===== src/rtl/dac_sample_sender.sv =====
// dac_sample_sender: buffers filtered samples in a small FIFO and serializes them as an I2S stream
// (BCLK, DACLRCK, DACDAT) derived from the system clock. Optional macro: DAC_SENDER_MONO_DUP_EN.
module dac_sample_sender #(
    parameter int DATA_WIDTH = 16,
    parameter int FIFO_LOG2  = 2,
    parameter int BCLK_DIV   = 4
) (
    input  logic                  clock,
    input  logic                  reset_n,
    input  logic                  write,
    input  logic [DATA_WIDTH-1:0] data_in,
    output logic                  full,
    output logic                  overflow,
    output logic                  underrun,
    output logic                  bclk,
    output logic                  daclrck,
    output logic                  dacdat
);

    localparam int DEPTH = 1 << FIFO_LOG2;
    localparam int CW    = FIFO_LOG2 + 1;
    localparam int DIV_W = $clog2(BCLK_DIV);

    localparam logic [DIV_W-1:0]     DIV_LAST = DIV_W'(BCLK_DIV - 1);
    localparam logic [DIV_W-1:0]     DIV_ONE  = DIV_W'(1);
    localparam logic [CW-1:0]        CNT_FULL = CW'(DEPTH);
    localparam logic [CW-1:0]        CNT_ONE  = CW'(1);
    localparam logic [FIFO_LOG2-1:0] PTR_ONE  = FIFO_LOG2'(1);
    localparam logic [4:0]           LAST_BIT = 5'(DATA_WIDTH);

    typedef enum logic {
        ST_WAIT,
        ST_RUN
    } state_t;

    state_t state_q, state_d;

    logic [DIV_W-1:0]      div_q;
    logic                  bclk_q;
    logic [5:0]            bit_cnt_q;
    logic [5:0]            entry_idx;
    logic                  bclk_fall;
    logic                  slot_start;
    logic                  pop_req;

    logic [DATA_WIDTH-1:0] mem [DEPTH];
    logic [FIFO_LOG2-1:0]  rd_ptr_q;
    logic [FIFO_LOG2-1:0]  wr_ptr_q;
    logic [CW-1:0]         count_q;
    logic                  empty;
    logic                  push;
    logic                  pop;
    logic                  drop;
    logic [DATA_WIDTH-1:0] head;
    logic [DATA_WIDTH-1:0] load_val;

    logic [DATA_WIDTH-1:0] shreg_q;
    logic                  dacdat_q;
    logic                  overflow_q;
    logic                  underrun_q;
`ifdef DAC_SENDER_MONO_DUP_EN
    logic [DATA_WIDTH-1:0] sample_q;
`endif

    // ------------------------------------------------------------------
    // BCLK divider
    // ------------------------------------------------------------------
    assign bclk_fall = bclk_q && (div_q == DIV_LAST);

    always_ff @(posedge clock or negedge reset_n) begin
        if (!reset_n) begin
            div_q  <= '0;
            bclk_q <= 1'b0;
        end else if (div_q == DIV_LAST) begin
            div_q  <= '0;
            bclk_q <= ~bclk_q;
        end else begin
            div_q <= div_q + DIV_ONE;
        end
    end

    // ------------------------------------------------------------------
    // Frame sequencer: the first falling edge after reset enters bit 0
    // without advancing the counter; afterwards every fall advances it.
    // ------------------------------------------------------------------
    always_ff @(posedge clock or negedge reset_n) begin
        if (!reset_n) begin
            state_q <= ST_WAIT;
        end else begin
            state_q <= state_d;
        end
    end

    always_comb begin
        state_d   = state_q;
        entry_idx = 6'd0;
        case (state_q)
            ST_WAIT: begin
                if (bclk_fall) begin
                    state_d = ST_RUN;
                end
            end
            ST_RUN: begin
                entry_idx = bit_cnt_q + 6'd1;
            end
            default: begin
                state_d = ST_WAIT;
            end
        endcase
    end

    assign slot_start = bclk_fall && (entry_idx[4:0] == 5'd0);

`ifdef DAC_SENDER_MONO_DUP_EN
    assign pop_req = slot_start && !entry_idx[5];
`else
    assign pop_req = slot_start;
`endif

    // ------------------------------------------------------------------
    // Sample FIFO
    // ------------------------------------------------------------------
    assign empty    = (count_q == '0);
    assign full     = (count_q == CNT_FULL);
    assign pop      = pop_req && !empty;
    assign push     = write && (!full || pop);
    assign drop     = write && !push;
    assign head     = mem[rd_ptr_q];
    assign load_val = pop ? head : '0;

    // A full FIFO popped and pushed in one cycle reads the old head before the slot is overwritten.
    always_ff @(posedge clock) begin
        if (push) begin
            mem[wr_ptr_q] <= data_in;
        end
    end

    always_ff @(posedge clock or negedge reset_n) begin
        if (!reset_n) begin
            rd_ptr_q <= '0;
            wr_ptr_q <= '0;
            count_q  <= '0;
        end else begin
            if (push) begin
                wr_ptr_q <= wr_ptr_q + PTR_ONE;
            end
            if (pop) begin
                rd_ptr_q <= rd_ptr_q + PTR_ONE;
            end
            case ({push, pop})
                2'b10:   count_q <= count_q + CNT_ONE;
                2'b01:   count_q <= count_q - CNT_ONE;
                default: count_q <= count_q;
            endcase
        end
    end

    always_ff @(posedge clock or negedge reset_n) begin
        if (!reset_n) begin
            overflow_q <= 1'b0;
            underrun_q <= 1'b0;
        end else begin
            overflow_q <= drop;
            underrun_q <= pop_req && empty;
        end
    end

    // ------------------------------------------------------------------
    // Serializer: bit 0 of each slot is the I2S one-bit delay, then the
    // sample MSB first, then zero padding to the end of the slot.
    // ------------------------------------------------------------------
    always_ff @(posedge clock or negedge reset_n) begin
        if (!reset_n) begin
            bit_cnt_q <= '0;
            shreg_q   <= '0;
            dacdat_q  <= 1'b0;
`ifdef DAC_SENDER_MONO_DUP_EN
            sample_q  <= '0;
`endif
        end else if (bclk_fall) begin
            bit_cnt_q <= entry_idx;
            if (entry_idx[4:0] == 5'd0) begin
                dacdat_q <= 1'b0;
`ifdef DAC_SENDER_MONO_DUP_EN
                if (pop_req) begin
                    shreg_q  <= load_val;
                    sample_q <= load_val;
                end else begin
                    shreg_q <= sample_q;
                end
`else
                shreg_q <= load_val;
`endif
            end else if (entry_idx[4:0] <= LAST_BIT) begin
                dacdat_q <= shreg_q[DATA_WIDTH-1];
                shreg_q  <= shreg_q << 1;
            end else begin
                dacdat_q <= 1'b0;
            end
        end
    end

    assign bclk     = bclk_q;
    assign daclrck  = bit_cnt_q[5];
    assign dacdat   = dacdat_q;
    assign overflow = overflow_q;
    assign underrun = underrun_q;

endmodule


===== config.mk =====
export PLATFORM = sky130hd
export DESIGN_NAME = dac_sample_sender
export DESIGN_NICKNAME = d
export VERILOG_FILES = /design/src/rtl/dac_sample_sender.sv
export SDC_FILE = /design/constraint.sdc
export NUM_CORES = 1
export LEC_CHECK = 0
export CAP_MARGIN = 30
export CORE_UTILIZATION = 29
export DETAILED_ROUTE_END_ITERATION = 10
export GPL_TIMING_DRIVEN = 0
export SLEW_MARGIN = 10
export SYNTH_ARGS = -nofsm -noshare
export SYNTH_HDL_FRONTEND = slang
export SYNTH_SLANG_ARGS = --single-unit

===== constraint.sdc =====
create_clock -name clock -period 4.06 [get_ports clock]
set_input_delay 0.812 -clock clock [delete_from_list [all_inputs] [get_ports clock]]
set_output_delay 0.812 -clock clock [all_outputs]
set_load 0.005 [all_outputs]

==> summary by stage <==
Outcome
The flow ran to the end, and the final reports show no timing, DRC or antenna violations.

Critical path
Data arrives at the worst endpoint at around 3.2 ns. The critical path goes through ha_1, nand2b_1, o31a_1, nor4_4, buf_6, nand2_1, fa_1, inv_1, nor2_1, a22oi_1, xnor2_1. The largest single stage delay on the critical path is between 0.4 and 0.5 ns. The required time of the critical path is 4.31 ns. The biggest fanout along the worst timing path is 10. The slowest stage of the critical path is the sky130_fd_sc_hd__dfrtp_1 cell. STA classifies the critical path startpoint as a flop. The critical path is of the reg -> reg type. STA classifies the critical path endpoint as a flop.

Final layout
Of the cells placed in the final design, the portion with a size suffix greater than 1 is 23.67%. The area growth from synthesis to layout is 19.89%. The total number of nets in the final design is a little over 300. After filler insertion, the fill cell instance count of the layout stands at 1298. Once layout is complete, the utilization of the core stands at between 30% and 40%. In the final layout, the multi-input gates occupy between 1000 and 1500 µm². The number of diodes added for antenna fixing is 0.

The final design area excluding fillers is 4985 µm². Registers take 2823 µm². The filler-free cell count of the finished design is 463.

Global route
After global routing the overflow that remains totals 0. The initial antenna violation count came to 0. The first global-routing pass estimated 12.38 mm of wire. The number of global-route vias before repair is 2271. Across every metal layer, demand over resource in global routing totals 11.39%.

Entering global routing, the biggest net connects 36 pins.

Power and ir drop
The maximum resistive drop on vdd is 333.2 µV. The static leakage is 1.813 nW. The power density normalized to cell area is 565.2 nW/µm².

Detailed routing
The pre-antenna-repair detailed-routing pass consisted of 4 iterations. In the final routed layout, each cell accounts on average for 16.22 µm. The detailed-route wire length is 7.512 mm.

The number of vias in the routed layout is 2161. In the routed layout, each cell is associated on average with a via count of 4.667. The count of nets left with antenna violations after detail routing is 0.

In this run, the number of DRC markers left after iteration 0 of detailed routing was between 150 and 200. After detailed routing, the number of remaining DRC violations is 0.

Yosys
After synthesis, the most frequently instantiated cells are sky130_fd_sc_hd__edfxtp_1 (64), sky130_fd_sc_hd__dfrtp_1 (36), sky130_fd_sc_hd__a22o_1 (17). When the netlist entered floorplanning its net count stood at 265. Synthesis produced a netlist whose cell count is 239. Counting flops with an async set or reset pin after synthesis yields a share of between 30% and 40%. The sequential cell area fraction in the yosys report is 67.89%.

The top cell type by area accounts for 46.22% of the synthesized area. The dominant cell by count in the synthesized netlist is sky130_fd_sc_hd__edfxtp_1. The number of enable-type register cells in the synthesized netlist is 64. Each instance of the synthesized netlist takes up on average 17.40 µm².

In the post-synthesis netlist, the biggest area contributors are sky130_fd_sc_hd__edfxtp_1 (46%), sky130_fd_sc_hd__dfrtp_1 (22%), sky130_fd_sc_hd__mux4_2 (8.7%). The netlist uses 43 different library cells. The post-synthesis cell type with the largest combined area is sky130_fd_sc_hd__edfxtp_1. The mapped cell area is 4158 µm². The flop and latch count out of synthesis is 100.

The dominant register cell in the synthesized netlist is sky130_fd_sc_hd__edfxtp_1. The synthesis warning total is 0.

Placed design
After detailed placement, the design holds a cell count of between 400 and 500. The number of I/O port buffers is 24. After detailed placement, the total cell area comes to between 4000 and 5000 µm². After legalization and detailed placement, the total HPWL measured 4.818 mm. Routability-driven placement finished with a final weighted congestion of around 0.73.

Floorplanning
The area of the core region is 13930 µm². During I/O placement, the number of pins put on the boundary was 25. The initial cell density of the core is between 20% and 30%. The die area is 14820 µm². In this run the core area contains 43 standard-cell rows. In this run the horizontal extent of the chip is approximately 120 µm. The vertical extent of the die is 121.7 µm.

Clock tree
The deepest clock path buffer count is 2. The total CTS buffers is 9. The clock edge transition at the registers on the reported setup and hold paths is 0.07 ns. The CTS tree is done. The hold buffer count at CTS is 0. In this run the number of H-tree levels came out at 3. The cell chosen for the clock root is sky130_fd_sc_hd__clkbuf_16. Once the clock tree was built, the resizer swapped 0 gates to a different size. The TritonCTS sink count is 100. For the worst-skew pair, the clock arrives at the later sink with an insertion delay of 0.34 ns.

The post-CTS setup repair buffer count is 0.

Timing
The maximum clock frequency is between 300 and 400 MHz. The final number of hold-violating endpoints came to 0. Setup repair after global routing left no endpoint under its margin. Of the available clock period, the critical path in the final layout requires 72.44%. The final-layout worst hold slack is 0.2573 ns.

The number of max-slew violations in the final report is 0. The final critical delay including setup and external delays is 2.941 ns. Setup violations remaining at the end of the flow were counted as 0.

The worst-margin pin slew is between 0.8 and 0.9 ns. Headroom to the max-slew limit came out at 41.07%. Between clock sinks in the finished design, the worst skew comes to 0.008838 ns. The final total negative setup slack is 0 ns.

Worst hold path
The path class of the lowest-slack min-delay path is in -> async.

Run
The max capacitance violation total is 0.
## layer usage
metal	share of wire, %	track usage (%)	vias to the layer above
met2	49	18.39	43
met3	4.3	3.371	7
met5	0	0	-
met1	46	14.64	1109
li1	-	-	1002
met4	1.3	3.704	0
## cell families after synthesis
kind of cell	Yosys count	share of synthesized area [%]
AOI/OAI and AO/OA	34	6.651
xor gates and xnor gates	7	1.475
adders and majority gates	7	2.287
buffers and inverters	16	2.076
DFF	100	67.89
muxes	36	14.17
and+or+nand+nor	39	5.447
## placed cells by master (no fill, tap or decap), drive strengths merged
cell and count:
clkinv 2, and3 2, o21ai 6, fa 1, o31a 1, inv 9, a21oi 1, a22oi 1
o22ai 1, buf 12, or3 1, mux2i 3, nor4 1, and2 6, xor2 2, bufinv 1
nand3 3, clkbuf 13, a31o 1, a21o 1, nor2 5, edfxtp 64, mux2 17, nand2 11
a32o 1, dfrtp 36, xnor2 5, nor2b 4, a41o 1, nor3b 1, nor3 2, ha 6
o41a 1, mux4 16, a22o 17, nand2b 3, o31ai 1, o211a 1, clkdlybuf4s50 23
## state kept, by name, summed over array words and instances (netlist names), 2 cells and up
signal,count
count_q,3
bit_cnt_q,6
rd_ptr_q,2
div_q,2
wr_ptr_q,2
mem,64
shreg_q,16
## final cells by class
class,instances,area share [%]
timing repair buffer,28,5.873
buffer,10,1.280
inverter,6,0.4518
multi-input combinational,123,25.05
clock inverter,6,1.606
clock buffer,10,4.593
sequential,100,56.63
tap,180,4.518
## through the flow
step           setup WS [ns]  power, W
2_1_floorplan          1.440  0.001765
3_3_place_gp          0.9002  0.001932
3_5_place_dp          0.8628  0.001965
4_1_cts                1.107  0.002847
5_1_grt               0.9311  0.002964
6_report               1.119  0.002817
## worst paths after layout
check                             startpoint            to  slack, ns  depth (start not counted)
worst max-delay path            bit_cnt_q[0]    count_q[2]       1.12                         11
worst min-delay path                 reset_n  bit_cnt_q[5]       0.26                          1
worst max register to register  bit_cnt_q[0]    count_q[2]       1.12                         11
worst min register to register      div_q[0]      div_q[0]       0.44                          1
max in group asynchronous            reset_n    shreg_q[5]       3.42                          2
min in group clock                  div_q[0]      div_q[0]       0.44                          1
## critical path, delay by kind of cell, from the launching register on
kind                     cells  cell delay, ns
XOR/XNOR                     1            0.15
AND/OR/NAND/NOR              4            0.70
buffers and inverters        2            0.30
AO/OA/AOI/OAI                2            0.58
adder cells (fa/ha/maj)      2            0.70
flip-flops                   1            0.42
## power by group
part | switching, W | internal, W | leakage (nW)
logic | 0.000272 | 0.000293 | 0.628
clock network | 0.000386 | 0.000491 | 0.152
registers | 0.0000717 | 0.00130 | 1.03
(Power assumes the default switching activity.)
